--- config.mk ---
export PLATFORM = sky130hd
export DESIGN_NAME = axil_regbank_slave_flat
export DESIGN_NICKNAME = d
export VERILOG_FILES = /design/src/rtl/axil_regbank_if.sv /design/src/rtl/axil_regbank_slave.sv /design/src/flat_wrapper.sv
export SDC_FILE = /design/constraint.sdc
export NUM_CORES = 1
export LEC_CHECK = 0
export CAP_MARGIN = 20
export CORE_MARGIN = 4
export CORE_UTILIZATION = 55
export CTS_CLUSTER_DIAMETER = 150
export CTS_CLUSTER_SIZE = 40
export DETAILED_ROUTE_END_ITERATION = 16
export PLACE_DENSITY = 0.79
export SETUP_SLACK_MARGIN = 0.4
export SLEW_MARGIN = 25
export SYNTH_ARGS = -nofsm -noshare
export SYNTH_HDL_FRONTEND = slang
export SYNTH_SLANG_ARGS = --single-unit
--- constraint.sdc ---
create_clock -name clk -period 3.6 [get_ports clk]
set_input_delay 0.54 -clock clk [delete_from_list [all_inputs] [get_ports clk]]
set_output_delay 0.54 -clock clk [all_outputs]
set_load 0.1 [all_outputs]
--- src/rtl/axil_regbank_if.sv ---
// AXI-lite-style bus bundle between the button master and the register bank slave.
// The master drives addresses, data and the response readies; the slave answers.
interface axil_regbank_if #(
  parameter int ADDR_W = 3,
  parameter int DATA_W = 8
) ();
  logic                  aw_valid;
  logic                  aw_ready;
  logic [ADDR_W-1:0]     aw_addr;
  logic                  w_valid;
  logic                  w_ready;
  logic [DATA_W-1:0]     w_data;
  logic [DATA_W/4-1:0]   w_strb;
  logic                  b_valid;
  logic                  b_ready;
  logic [1:0]            b_resp;
  logic                  ar_valid;
  logic                  ar_ready;
  logic [ADDR_W-1:0]     ar_addr;
  logic                  r_valid;
  logic                  r_ready;
  logic [DATA_W-1:0]     r_data;
  logic [1:0]            r_resp;

  modport master (
    output aw_valid, aw_addr, w_valid, w_data, w_strb, b_ready, ar_valid, ar_addr, r_ready,
    input  aw_ready, w_ready, b_valid, b_resp, ar_ready, r_valid, r_data, r_resp
  );

  modport slave (
    input  aw_valid, aw_addr, w_valid, w_data, w_strb, b_ready, ar_valid, ar_addr, r_ready,
    output aw_ready, w_ready, b_valid, b_resp, ar_ready, r_valid, r_data, r_resp
  );
endinterface

--- src/rtl/axil_regbank_slave.sv ---
// Parametrised register bank behind an AXI-lite-style slave with nibble strobes,
// OKAY/SLVERR responses, independent read/write channels and a debug read port.
module axil_regbank_slave #(
  parameter int                ADDR_W    = 3,
  parameter int                DATA_W    = 8,
  parameter int                DEPTH     = 6,
  parameter logic [DATA_W-1:0] RESET_VAL = '0
) (
  input  logic              clk,
  input  logic              rst,
  axil_regbank_if.slave     bus,
  input  logic [ADDR_W-1:0] dbg_sel,
  output logic [DATA_W-1:0] dbg_data,
  output logic [7:0]        wr_count
);

  localparam int                STRB_W      = DATA_W / 4;
  localparam logic [ADDR_W:0]   DEPTH_C     = (ADDR_W + 1)'(DEPTH);
  localparam logic [1:0]        RESP_OKAY   = 2'b00;
  localparam logic [1:0]        RESP_SLVERR = 2'b10;

  typedef enum logic { WIDLE, WRESP } w_state_e;
  typedef enum logic { RIDLE, RDATA } r_state_e;

  w_state_e          w_state_q;
  r_state_e          r_state_q;
  logic [DATA_W-1:0] regs_q [DEPTH];

  logic              aw_ready_q, w_ready_q, ar_ready_q;
  logic              aw_held_q, w_held_q;
  logic [ADDR_W-1:0] aw_addr_q;
  logic [DATA_W-1:0] w_data_q;
  logic [STRB_W-1:0] w_strb_q;
  logic              b_valid_q, r_valid_q;
  logic [1:0]        b_resp_q, r_resp_q;
  logic [DATA_W-1:0] r_data_q;
  logic [7:0]        wr_count_q;

  logic              aw_hs, w_hs, ar_hs, wr_fire_d;
  logic [ADDR_W-1:0] wr_addr_d;
  logic [DATA_W-1:0] wr_data_d;
  logic [STRB_W-1:0] wr_strb_d;

  function automatic logic in_range(input logic [ADDR_W-1:0] a);
    return {1'b0, a} < DEPTH_C;
  endfunction

  function automatic logic [DATA_W-1:0] reg_at(input logic [ADDR_W-1:0] a);
    logic [DATA_W-1:0] v;
    v = '0;
    for (int i = 0; i < DEPTH; i++)
      if (a == ADDR_W'(i)) v = regs_q[i];
    return v;
  endfunction

  assign aw_hs = bus.aw_valid & aw_ready_q;
  assign w_hs  = bus.w_valid & w_ready_q;
  assign ar_hs = bus.ar_valid & ar_ready_q;

  // The write uses whichever half was latched earlier and the other half live from the bus.
  assign wr_addr_d = aw_held_q ? aw_addr_q : bus.aw_addr;
  assign wr_data_d = w_held_q  ? w_data_q  : bus.w_data;
  assign wr_strb_d = w_held_q  ? w_strb_q  : bus.w_strb;
  assign wr_fire_d = (w_state_q == WIDLE) && (aw_held_q || aw_hs) && (w_held_q || w_hs);

  always_comb begin
    // NOTE: default first so every path assigns dbg_data and no latch is inferred.
    dbg_data = '0;
    for (int i = 0; i < DEPTH; i++)
      if (dbg_sel == ADDR_W'(i)) dbg_data = regs_q[i];
  end

  // NOTE: sequential state uses non-blocking assignments so every register samples pre-edge values.
  always_ff @(posedge clk or posedge rst) begin
    if (rst) begin
      // NOTE: the register file is reset too, since reads after reset must return RESET_VAL.
      for (int i = 0; i < DEPTH; i++) regs_q[i] <= RESET_VAL;
      w_state_q  <= WIDLE;
      r_state_q  <= RIDLE;
      aw_ready_q <= 1'b0;
      w_ready_q  <= 1'b0;
      ar_ready_q <= 1'b0;
      aw_held_q  <= 1'b0;
      w_held_q   <= 1'b0;
      aw_addr_q  <= '0;
      w_data_q   <= '0;
      w_strb_q   <= '0;
      b_valid_q  <= 1'b0;
      b_resp_q   <= RESP_OKAY;
      r_valid_q  <= 1'b0;
      r_resp_q   <= RESP_OKAY;
      r_data_q   <= '0;
      wr_count_q <= '0;
    end else begin
      unique case (w_state_q)
        WIDLE: begin
          if (wr_fire_d) begin
            if (in_range(wr_addr_d)) begin
              for (int i = 0; i < DEPTH; i++)
                if (wr_addr_d == ADDR_W'(i))
                  for (int j = 0; j < STRB_W; j++)
                    if (wr_strb_d[j]) regs_q[i][4*j +: 4] <= wr_data_d[4*j +: 4];
              b_resp_q   <= RESP_OKAY;
              wr_count_q <= wr_count_q + 8'd1;
            end else begin
              b_resp_q   <= RESP_SLVERR;
            end
            aw_held_q  <= 1'b0;
            w_held_q   <= 1'b0;
            aw_ready_q <= 1'b0;
            w_ready_q  <= 1'b0;
            b_valid_q  <= 1'b1;
            w_state_q  <= WRESP;
          end else begin
            if (aw_hs) begin
              aw_held_q <= 1'b1;
              aw_addr_q <= bus.aw_addr;
            end
            if (w_hs) begin
              w_held_q <= 1'b1;
              w_data_q <= bus.w_data;
              w_strb_q <= bus.w_strb;
            end
            // Readies come back one edge after entering WIDLE, as they do after reset.
            aw_ready_q <= !(aw_held_q || aw_hs);
            w_ready_q  <= !(w_held_q || w_hs);
          end
        end
        WRESP: begin
          if (bus.b_ready) begin
            b_valid_q <= 1'b0;
            w_state_q <= WIDLE;
          end
        end
        default: w_state_q <= WIDLE;
      endcase

      unique case (r_state_q)
        RIDLE: begin
          ar_ready_q <= !ar_hs;
          if (ar_hs) begin
            if (in_range(bus.ar_addr)) begin
              r_data_q <= reg_at(bus.ar_addr);
              r_resp_q <= RESP_OKAY;
            end else begin
              r_data_q <= '0;
              r_resp_q <= RESP_SLVERR;
            end
            r_valid_q <= 1'b1;
            r_state_q <= RDATA;
          end
        end
        RDATA: begin
          if (bus.r_ready) begin
            r_valid_q <= 1'b0;
            r_state_q <= RIDLE;
          end
        end
        default: r_state_q <= RIDLE;
      endcase
    end
  end

  assign bus.aw_ready = aw_ready_q;
  assign bus.w_ready  = w_ready_q;
  assign bus.b_valid  = b_valid_q;
  assign bus.b_resp   = b_resp_q;
  assign bus.ar_ready = ar_ready_q;
  assign bus.r_valid  = r_valid_q;
  assign bus.r_data   = r_data_q;
  assign bus.r_resp   = r_resp_q;
  assign wr_count     = wr_count_q;

endmodule

--- src/flat_wrapper.sv ---
// flat-port wrapper written by rule: the top's interface ports become plain ports
module axil_regbank_slave_flat 
#(
  parameter int                ADDR_W    = 3,
  parameter int                DATA_W    = 8,
  parameter int                DEPTH     = 6,
  parameter logic [DATA_W-1:0] RESET_VAL = '0
)
  (clk, rst, dbg_sel, dbg_data, wr_count, bus_aw_valid, bus_aw_addr, bus_w_valid, bus_w_data, bus_w_strb, bus_b_ready, bus_ar_valid, bus_ar_addr, bus_r_ready, bus_aw_ready, bus_w_ready, bus_b_valid, bus_b_resp, bus_ar_ready, bus_r_valid, bus_r_data, bus_r_resp);
  axil_regbank_if #(.ADDR_W(ADDR_W), .DATA_W(DATA_W)) bus_i ();
  input  logic clk;
  input  logic rst;
  input  logic [ADDR_W-1:0] dbg_sel;
  output logic [DATA_W-1:0] dbg_data;
  output logic [7:0] wr_count;
  input wire logic [$bits(bus_i.aw_valid)-1:0] bus_aw_valid;
  input wire logic [$bits(bus_i.aw_addr)-1:0] bus_aw_addr;
  input wire logic [$bits(bus_i.w_valid)-1:0] bus_w_valid;
  input wire logic [$bits(bus_i.w_data)-1:0] bus_w_data;
  input wire logic [$bits(bus_i.w_strb)-1:0] bus_w_strb;
  input wire logic [$bits(bus_i.b_ready)-1:0] bus_b_ready;
  input wire logic [$bits(bus_i.ar_valid)-1:0] bus_ar_valid;
  input wire logic [$bits(bus_i.ar_addr)-1:0] bus_ar_addr;
  input wire logic [$bits(bus_i.r_ready)-1:0] bus_r_ready;
  output wire logic [$bits(bus_i.aw_ready)-1:0] bus_aw_ready;
  output wire logic [$bits(bus_i.w_ready)-1:0] bus_w_ready;
  output wire logic [$bits(bus_i.b_valid)-1:0] bus_b_valid;
  output wire logic [$bits(bus_i.b_resp)-1:0] bus_b_resp;
  output wire logic [$bits(bus_i.ar_ready)-1:0] bus_ar_ready;
  output wire logic [$bits(bus_i.r_valid)-1:0] bus_r_valid;
  output wire logic [$bits(bus_i.r_data)-1:0] bus_r_data;
  output wire logic [$bits(bus_i.r_resp)-1:0] bus_r_resp;
  assign bus_i.aw_valid = bus_aw_valid;
  assign bus_i.aw_addr = bus_aw_addr;
  assign bus_i.w_valid = bus_w_valid;
  assign bus_i.w_data = bus_w_data;
  assign bus_i.w_strb = bus_w_strb;
  assign bus_i.b_ready = bus_b_ready;
  assign bus_i.ar_valid = bus_ar_valid;
  assign bus_i.ar_addr = bus_ar_addr;
  assign bus_i.r_ready = bus_r_ready;
  assign bus_aw_ready = bus_i.aw_ready;
  assign bus_w_ready = bus_i.w_ready;
  assign bus_b_valid = bus_i.b_valid;
  assign bus_b_resp = bus_i.b_resp;
  assign bus_ar_ready = bus_i.ar_ready;
  assign bus_r_valid = bus_i.r_valid;
  assign bus_r_data = bus_i.r_data;
  assign bus_r_resp = bus_i.r_resp;
  axil_regbank_slave #(.ADDR_W(ADDR_W), .DATA_W(DATA_W), .DEPTH(DEPTH), .RESET_VAL(RESET_VAL)) u_core (.clk(clk), .rst(rst), .bus(bus_i), .dbg_sel(dbg_sel), .dbg_data(dbg_data), .wr_count(wr_count));
endmodule
==> impl_metrics.py, run 1 <==
metrics = {
    "run_status": {
        "status": "completed",
    },
    "global_route": {
        "grt_pass1_vias": 3306,
        "antenna_found_initial": 0,
        "grt_pass1_wl_mm": 16.8,
        "grt_max_degree": 55,
        "grt.met2_usage_pct": 34.1,
        "grt.met3_usage_pct": 4.98,
        "overflow": 0,
        "globalRouteTotalUtil_pct": 21.2,
        "met1_usage_pct": 29.0,
        "busiest_layer": "met2",
    },
    "pwr": {
        "power.share.clock_pct": 12.8,
        "swShare_pct": 48.3,
        "finalPower_mw": 4.94,
        "ir_worst_vdd_uv": 592,
        "p_int_mw": 2.55,
        "p_switching_mw": 2.39,
        "leakage_nw": 2.39,
        "powerDensity_nw_per_um2": 894,
        "p_comb_share_pct": 51.6,
        "seq_power_share_pct": 35.5,
    },
    "layout": {
        "layout.cells.non_filler": 538,
        "most-common-layout-cells": "dfrtp_1, mux2_2, clkdlybuf4s50_1, nand2_1",
        "multi_input_area_um2": 2300,
        "nFillCells": 610,
        "area_growth_pct": 20.8,
        "nets": 458,
        "drive_above_1_share_pct": 31.2,
        "seqCellArea_um2": 2200,
        "final_util_pct": 70.0,
        "antenna_cells": 0,
        "final_common_cell": "dfrtp_1",
    },
    "floorplan": {
        "die_h_um": 99.2,
        "die_x_um": 99.2,
        "initial_utilization_pct": 58.0,
        "io-pin-count": 59,
        "fp.coreArea_um2": 7890,
        "die_area_um2": 9840,
        "rows": 32,
    },
    "timing": {
        "fin_tns_setup_ns": 0,
        "post-route-period-util_pct": 79.1,
        "period_minus_slack_ns": 2.85,
        "maxSlewViolCount": 0,
        "setup_viol": 0,
        "setup_ws_ns": 0.754,
        "timing_hold_violations_final": 0,
        "tightest_slew_ns": 0.984,
        "fmax_mhz": 351,
        "rsz0062_at_grt": "no",
        "max_slew_margin_pct": 34.2,
        "final.setup_skew_ns": 0.0101,
    },
    "yosys": {
        "synth_top_area_cell": "dfrtp_1",
        "yosysWarningCount": 0,
        "synth.distinct_cells": 49,
        "ys.flop_type": "dfrtp_1",
        "synth_edf_count": 0,
        "synth_area_leaders": "dfrtp_1, mux2_2, mux2i_1",
        "ys_seq_area_share_pct": 48.2,
        "async_reset_ff_share_pct": 100,
        "synthCells": 375,
        "netlist_area_um2": 4570,
        "synth_top_area_share_pct": 48.2,
        "avgSynthCellArea_um2": 12.2,
        "ys_seq_elements": 88,
    },
    "placement": {
        "dp_cells": 522,
        "place_ws_ns": 0.803,
        "portBuffers": 56,
        "post-dp-hpwl_mm": 7.30,
        "place.gp.congestion": 0.833,
    },
    "worst_setup_path": {
        "crit_required_ns": 3.06,
        "worst-path-max-fanout": 7,
        "arrival_ns": 2.31,
        "crit_type": "in -> out",
        "r2r_start": "u_core.aw_held_q",
        "r2r_cells": 4,
        "timing.critical_path.from": "dbg_sel[2]",
        "worstSetupEndpointType": "output pin",
        "start_kind": "input pin",
    },
    "cts": {
        "cts.clk_slew.worst_paths_ns": 0.08,
        "clockBufferDepth": 2,
        "cts_resized": 0,
        "post_cts_buffers": 0,
        "cts_max_level": 3,
        "cts_made_buffers": 9,
        "cts_tree": "yes",
        "holdBufCountCts": 0,
        "clock_latency_ns": 0.35,
        "cts_root_buf": "clkbuf_8",
        "clock_sinks": 88,
    },
    "drt": {
        "drtIter0Drc": 137,
        "drt-total-wl_mm": 9.72,
        "dr.pass1.iters": 4,
        "ant_nets": 0,
        "drt-wirelength-per-cell_um": 18.1,
        "vias": 3207,
        "viasPerCell": 5.96,
        "drc": 0,
    },
    "min_path": {
        "hold_start": "u_core.bus.r_data[2]",
        "hold_depth": 2,
        "hold_path.class": "reg -> reg",
    },
    "job": {
        "drv_cap": 0,
    },
}
## through the flow
| stage | cell area (um2) | hold slack, ns |
|---|---|---|
| 5_1_grt | 5520 | 0.519 |
| 3_3_place_gp | 5340 | 0.462 |
| 6_report | 5520 | 0.483 |
| 3_5_place_dp | 5340 | 0.469 |
| 4_1_cts | 5520 | 0.489 |
| 2_1_floorplan | 4630 | 0.474 |
## metal layers
layer,wire (um),part of all wire (%),vias to the layer above
met2,4700,48,97
met3,545,5.6,12
li1,-,-,1497
met4,97,1.0,0
met5,0,0,-
met1,4380,45,1601
## worst paths after layout
kind | slack, ns | endpoint
max | 0.75 | dbg_data[3]
min | 0.48 | u_core.bus.r_data[2]
max reg2reg | 1.49 | u_core.regs_q[0]
max in group asynchronous | 2.11 | u_core.regs_q[10]
min in group asynchronous | 0.68 | u_core.regs_q[13]
min reg2reg | 0.48 | u_core.bus.r_data[2]
## cells by family after synthesis
logic type,count (synthesis),synth area share [%]
compound gates,63,10.2
other cells,1,0.0820
simple gates,91,12.1
mux,99,25.1
flops,88,48.2
fa+ha+maj,1,0.274
buf+inv,25,2.71
xor+xnor,7,1.34
## worst max-delay path, stage by stage
cell and delay (ns):
clkdlybuf4s50_1 0.60, buf_4 0.26, nor2_1 0.13, and2_1 0.32, nand2_1 0.14, o221ai_2 0.10, buf_12 0.21
## cell usage after synthesis, drive strengths merged (2+ instances only)
cell,number
and4,2
and3,2
a22oi,7
mux2i,18
nor4,6
o21a,4
o21ai,9
nand2,30
nand3,4
a21o,3
o22ai,2
o22a,3
mux4,5
buf,11
mux2,76
or3b,2
clkbuf,7
nand4b,2
inv,7
nand3b,2
nor2b,2
dfrtp,88
a21oi,20
nor2,19
o221ai,9
xnor2,6
nand4,8
nand2b,2
and2,7
## sequential cells by signal, summed over array words and instances (netlist names)
| signal | cells |
|---|---|
| u_core.r_state_q | 1 |
| u_core.bus.b_resp | 1 |
| u_core.bus.r_resp | 1 |
| u_core.bus.ar_ready | 1 |
| u_core.w_state_q | 1 |
| u_core.bus.w_ready | 1 |
| u_core.aw_addr_q | 3 |
| u_core.bus.b_valid | 1 |
| u_core.w_strb_q | 2 |
| u_core.aw_held_q | 1 |
| u_core.w_data_q | 8 |
| u_core.wr_count | 8 |
| u_core.regs_q | 48 |
| u_core.w_held_q | 1 |
| u_core.bus.r_data | 8 |
| u_core.bus.aw_ready | 1 |
| u_core.bus.r_valid | 1 |
## power groups by stage
stage,clock network (mW),logic (mW),registers [mW]
2_1_floorplan,0,1.27,2.41
3_3_place_gp,0,2.51,1.74
3_5_place_dp,0,2.56,1.77
4_1_cts,0.650,2.57,1.75
5_1_grt,0.693,2.70,1.81
6_report,0.634,2.55,1.75
## final cells by class
class | count | share of cell area (%)
clock inverter | 6 | 0.770
timing repair buffer | 62 | 12.4
clock buffer | 10 | 2.49
multi-input combinational | 263 | 41.6
sequential | 88 | 39.9
tap | 102 | 2.31
inverter | 7 | 0.498
Note: power is estimated with default switching activity, not from simulation.
==> inputs of run 2 (changes only) <==
--- a/config.mk
+++ b/config.mk
@@ -7,11 +7,11 @@
 export LEC_CHECK = 0
 export CAP_MARGIN = 20
 export CORE_MARGIN = 4
-export CORE_UTILIZATION = 55
+export CORE_UTILIZATION = 50
 export CTS_CLUSTER_DIAMETER = 150
 export CTS_CLUSTER_SIZE = 40
 export DETAILED_ROUTE_END_ITERATION = 16
-export PLACE_DENSITY = 0.79
+export PLACE_DENSITY = 0.76
 export SETUP_SLACK_MARGIN = 0.4
 export SLEW_MARGIN = 25
 export SYNTH_ARGS = -nofsm -noshare
==> constraint.sdc (replaced) <==
create_clock -name clk -period 2.5 [get_ports clk]
set_input_delay 0.375 -clock clk [delete_from_list [all_inputs] [get_ports clk]]
set_output_delay 0.375 -clock clk [all_outputs]
set_load 0.1 [all_outputs]
==> run 2 against run 1 <==
Core utilization down 4.6 points. Total power up 50%. Clock skew up 0.0027 ns. Wire length up 6.7%. Clock-buffer cell count down 1. First-iteration DRC count up 44%. Non-clock buffer count up 12. Sequential power up 46%. Register-to-register slack worse by 1.0 ns. Highest routed layer unchanged. Clock power up 77%. Global-route usage down 1.3 points. Largest power group unchanged.
==> impl_metrics.py, run 2 (same netlist as run 1, synthesis figures left out) <==
metrics = {
    "run_status": {
        "status": "completed",
    },
    "timing": {
        "fmax_mhz": 487,
        "whs_ns": 0.417,
        "setup_viol": 0,
        "rsz0062_at_grt": "no",
        "timing_hold_violations_final": 0,
        "final.setup_skew_ns": 0.0127,
        "post-route-period-util_pct": 82.1,
        "period_minus_slack_ns": 2.05,
        "max_slew_margin_pct": 60.7,
        "tightest_slew_ns": 0.588,
        "fin_tns_setup_ns": 0,
        "maxSlewViolCount": 0,
    },
    "cts": {
        "clock_latency_ns": 0.36,
        "cts_root_buf": "clkbuf_8",
        "cts_max_level": 3,
        "cts_made_buffers": 9,
        "holdBufCountCts": 0,
        "cts_tree": "yes",
        "cts.clk_slew.worst_paths_ns": 0.10,
        "clock_sinks": 88,
        "clockBufferDepth": 2,
    },
    "global_route": {
        "grt_pass1_wl_mm": 17.4,
        "antenna_found_initial": 0,
        "grt_pass1_vias": 3420,
        "globalRouteTotalUtil_pct": 19.9,
        "grt_max_degree": 56,
        "overflow": 0,
    },
    "drt": {
        "ant_nets": 0,
        "drt-total-wl_mm": 10.4,
        "drc": 0,
        "viasPerCell": 5.87,
        "drtIter0Drc": 197,
        "vias": 3261,
        "drt-wirelength-per-cell_um": 18.6,
        "dr.pass1.iters": 5,
    },
    "worst_setup_path": {
        "crit_required_ns": 2.74,
        "worstSetupEndpointType": "register",
        "timing.critical_path.from": "bus_aw_addr[2]",
        "crit_type": "in -> reg",
        "worst-path-max-fanout": 6,
        "arrival_ns": 2.29,
        "start_kind": "input pin",
        "r2r_start": "u_core.aw_held_q",
    },
    "pwr": {
        "ir_worst_vdd_uv": 934,
        "power.share.clock_pct": 15.1,
        "leakage_nw": 2.54,
        "seq_power_share_pct": 34.4,
        "finalPower_mw": 7.42,
        "p_comb_share_pct": 50.5,
        "swShare_pct": 47.8,
        "powerDensity_nw_per_um2": 1290,
        "p_int_mw": 3.87,
        "p_switching_mw": 3.55,
    },
    "floorplan": {
        "io-pin-count": 59,
        "fp.coreArea_um2": 8810,
        "die_area_um2": 10700,
        "rows": 34,
        "die_x_um": 104,
        "die_h_um": 104,
        "initial_utilization_pct": 51.9,
    },
    "placement": {
        "portBuffers": 56,
        "place.gp.congestion": 0.851,
        "post-dp-hpwl_mm": 7.78,
    },
    "layout": {
        "nFillCells": 670,
        "final_common_cell": "dfrtp_1",
        "nets": 470,
        "antenna_cells": 0,
        "top_register": "u_core.regs_q",
        "drive_above_1_share_pct": 40.8,
        "most-common-layout-cells": "dfrtp_1, mux2_2, buf_4, nand2_1, clkdlybuf4s50_1",
        "area_growth_pct": 26.0,
        "multi_input_area_um2": 2410,
        "largest_reg_flops": 48,
        "seqCellArea_um2": 2210,
    },
    "min_path": {
        "hold_path.class": "in -> async",
    },
    "job": {
        "drv_cap": 0,
    },
}
run 2: final cells by class:
class | count | share of cell area [%]
Multi-Input combinational cell | 263 | 41.9
Sequential cell | 88 | 38.4
Timing Repair Buffer | 74 | 12.9
Tap cell | 108 | 2.35
Clock buffer | 9 | 2.15
Clock inverter | 7 | 1.78
Inverter | 7 | 0.521
run 2: routing by layer:
layer | track usage [%] | routed length, um | share of wire, % | vias to the layer above
li1 | - | - | - | 1515
met1 | 26.2 | 4690 | 45 | 1650
met2 | 33.2 | 5080 | 49 | 87
met3 | 5.16 | 518 | 5.0 | 9
met4 | 4.75 | 78 | 0.75 | 0
met5 | 0 | 0 | 0 | -
run 2: critical path, cell delays in order:
cell,delay (ns)
clkdlybuf4s50_1,0.57
or3b_1,0.39
and2_4,0.19
nor4_4,0.39
mux2_2,0.38
run 2: metrics by stage:
stage / setup WS [ns] / instance area (um2) / util, % / std cells
final: 0.447 / 5760 / 65.4 / 556
after global routing: 0.406 / 5760 / 65.4 / 556
after CTS: 0.400 / 5720 / 65.0 / 553
after detailed placement: 0.0429 / 5470 / 62.1 / 537
after global placement: 0.0812 / 5470 / 62.1 / 537
after floorplan: 0.146 / 4720 / - / 376
run 2: timing repair:
item | CTS | global route
setup buffers | 0 | 3
pin swaps | 1 | 3
endpoints found under the setup margin | 20 | 16
gates resized for setup | 13 | 6
gates cloned | 0 | 0
run 2: path summary, 6_finish.rpt:
| kind | endpoint | slack, ns | cells after the start |
|---|---|---|---|
| worst max-delay path | u_core.regs_q[6] | 0.45 | 5 |
| worst min-delay path | u_core.aw_addr_q[0] | 0.42 | 3 |
| worst max register to register | u_core.regs_q[23] | 0.49 | 5 |
| worst min register to register | u_core.wr_count[7] | 0.48 | 1 |
| max in group asynchronous | u_core.regs_q[7] | 1.79 | 3 |
| min in group clk | u_core.aw_addr_q[1] | 0.45 | 2 |
run 2: power by group through the flow:
stage               sequential (mW)  clock, mW  combinational, mW
floorplan                      3.48          0               1.89
global placement               2.52          0               3.67
detailed placement             2.56          0               3.74
CTS                            2.54       1.15               3.76
global route                   2.63       1.21               3.96
finish                         2.55       1.12               3.75
==> inputs of run 3 (changes only) <==
--- a/config.mk
+++ b/config.mk
@@ -7,11 +7,11 @@
 export LEC_CHECK = 0
 export CAP_MARGIN = 20
 export CORE_MARGIN = 4
-export CORE_UTILIZATION = 50
+export CORE_UTILIZATION = 55
 export CTS_CLUSTER_DIAMETER = 150
 export CTS_CLUSTER_SIZE = 40
 export DETAILED_ROUTE_END_ITERATION = 16
-export PLACE_DENSITY = 0.76
+export PLACE_DENSITY = 0.79
 export SETUP_SLACK_MARGIN = 0.4
 export SLEW_MARGIN = 25
 export SYNTH_ARGS = -nofsm -noshare
==> constraint.sdc (replaced) <==
create_clock -name clk -period 2.05 [get_ports clk]
set_input_delay 0.3075 -clock clk [delete_from_list [all_inputs] [get_ports clk]]
set_output_delay 0.3075 -clock clk [all_outputs]
set_load 0.1 [all_outputs]
==> run 3 against run 2 <==
Sequential cell count unchanged. Final cell count rose by 8.6%. Via count grew 13%. Global-route usage is 5.4 points higher. Final area is 14% higher. Sequential power is 23% higher. Hold slack worse by 0.013 ns. Clock power rose by 35%. Total power up 40%. First-iteration DRC count decreased by 13%.
==> impl_metrics.py, run 3 (same netlist as run 1, synthesis figures left out) <==
metrics = {
    "layout": {
        "top_register": "u_core.regs_q",
        "largest_reg_flops": 48,
        "area_growth_pct": 43.1,
        "nets": 524,
        "antenna_cells": 0,
        "most-common-layout-cells": "dfrtp_1, buf_4, mux2_2, nand2_1, mux2_4",
        "final_common_cell": "dfrtp_1",
        "final_util_pct": 83.0,
        "drive_above_1_share_pct": 51.6,
    },
    "drt": {
        "drtIter0Drc": 171,
        "drt-wirelength-per-cell_um": 22.6,
        "drc": 0,
        "drt-total-wl_mm": 13.7,
        "ant_nets": 0,
        "dr.pass1.iters": 4,
        "viasPerCell": 6.10,
        "vias": 3687,
    },
    "worst_setup_path": {
        "crit_family": "compound AO/OA/AOI/OAI gates",
        "r2r-end": "u_core.regs_q[6]",
        "timing.critical_path.from": "u_core.aw_addr_q[1]",
        "crit_required_ns": 2.31,
        "r2r_start": "u_core.aw_addr_q[1]",
        "crit_type": "reg -> reg",
        "max_stage_delay_ns": 0.49,
        "slowest_stage": "dfrtp_1",
        "path_cells": "a21bo_4, o22a_4, buf_6, nor4_4, buf_4, mux2_4",
        "worst-path-max-fanout": 5,
        "worstSetupPathDepth": 6,
        "arrival_ns": 2.27,
        "start_kind": "register",
        "worstSetupEndpointType": "register",
        "r2r_cells": 6,
        "crit_buf_inv": 2,
        "timing.reg2reg.setup_slack_ns": 0.04,
        "crit_path_end": "u_core.regs_q[6]",
    },
    "floorplan": {
        "rows": 32,
        "initial_utilization_pct": 58.0,
        "die_h_um": 99.2,
        "die_area_um2": 9840,
        "die_x_um": 99.2,
        "fp.coreArea_um2": 7890,
        "io-pin-count": 59,
    },
    "timing": {
        "timing_hold_violations_final": 0,
        "maxSlewViolCount": 0,
        "rsz0062_at_grt": "yes",
        "post-route-period-util_pct": 98.0,
        "fin_tns_setup_ns": 0,
        "setup_viol": 0,
        "period_minus_slack_ns": 2.01,
        "fmax_mhz": 498,
        "final.setup_skew_ns": 0.0116,
    },
    "pwr": {
        "powerDensity_nw_per_um2": 1590,
        "leakage_nw": 2.94,
        "ir_worst_vdd_uv": 1490,
    },
    "placement": {
        "portBuffers": 56,
        "post-dp-hpwl_mm": 7.97,
        "place.gp.congestion": 0.858,
    },
    "global_route": {
        "grt_pass1_vias": 3842,
        "antenna_found_initial": 0,
        "grt_pass1_wl_mm": 19.6,
        "globalRouteTotalUtil_pct": 25.4,
        "grt_max_degree": 89,
        "overflow": 0,
    },
    "cts": {
        "holdBufCountCts": 0,
        "clock_latency_ns": 0.37,
        "cts_max_level": 3,
        "clockBufferDepth": 2,
        "cts_tree": "yes",
        "cts_made_buffers": 9,
        "cts_root_buf": "clkbuf_8",
        "cts.clk_slew.worst_paths_ns": 0.10,
        "clock_sinks": 88,
    },
    "job": {
        "drv_cap": 0,
    },
    "run_status": {
        "status": "completed",
    },
    "min_path": {
        "hold_path.class": "in -> async",
    },
}
run 3: cell types whose count changed in the layout (fill, tap and decap cells not counted), sizes merged:
cell | previous run | this run
buf | 49 | 103
bufinv | 2 | 3
clkbuf | 10 | 11
clkdlybuf4s15 | 0 | 1
clkdlybuf4s50 | 21 | 19
clkinvlp | 2 | 1
dlygate4sd2 | 1 | 3
dlymetal6s2s | 2 | 1
inv | 8 | 7
run 3: cell type report:
type,count,area (um2)
Clock buffer,10,128
Clock inverter,6,116
Fill cell,385,1340
Inverter,7,30.0
Multi-Input combinational cell,263,2660
Sequential cell,88,2220
Tap cell,102,128
Timing Repair Buffer,128,1270
run 3: timing repair:
item | CTS | global route
resized for setup | 27 | 26
setup endpoints to repair | 63 | 79
cloned | 1 | 1
setup buffers | 17 | 13
pin swaps | 18 | 11
run 3: worst reg2reg max path, delay by kind of cell (launching register included):
kind / cells / cell delay (ns)
flops: 1 / 0.49
compound gates: 2 / 0.57
mux: 1 / 0.30
simple gates: 1 / 0.18
buf+inv: 2 / 0.36
run 3: how the worst min path moves through the flow:
stage | to | slack (ns) | cells past startpoint
after floorplan | u_core.r_state_q | 0.40 | 1
after global placement | u_core.bus.r_valid | 0.46 | 2
after detailed placement | u_core.wr_count[7] | 0.47 | 1
after CTS | u_core.aw_addr_q[2] | 0.40 | 2
after global routing | u_core.bus.w_ready | 0.43 | 3
final | u_core.w_data_q[6] | 0.40 | 3
run 3: routing by layer:
layer	vias up	global-route usage [%]	wire, um
li1	1628	-	-
met1	1872	31.6	5430
met2	149	43.7	7080
met3	38	4.28	737
met4	0	10.6	417
met5	-	0	0
run 3: through the flow:
stage | worst slack, ns | hold slack (ns) | total power, mW | instance area [um2] | std cells
global route | 0.00150 | 0.427 | 10.8 | 6540 | 604
CTS | 0.153 | 0.403 | 9.82 | 6310 | 590
finish | 0.0404 | 0.404 | 10.4 | 6540 | 604
floorplan | -0.0105 | 0.404 | 6.80 | 4960 | 376
detailed placement | -0.267 | 0.469 | 8.06 | 5850 | 556
global placement | -0.221 | 0.461 | 7.90 | 5850 | 556
run 3: report_power, final:
group | switching, mW | internal, mW | total (mW)
Combinational | 3.48 | 2.28 | 5.76
Sequential | 0.675 | 2.46 | 3.14
Clock | 0.686 | 0.820 | 1.51
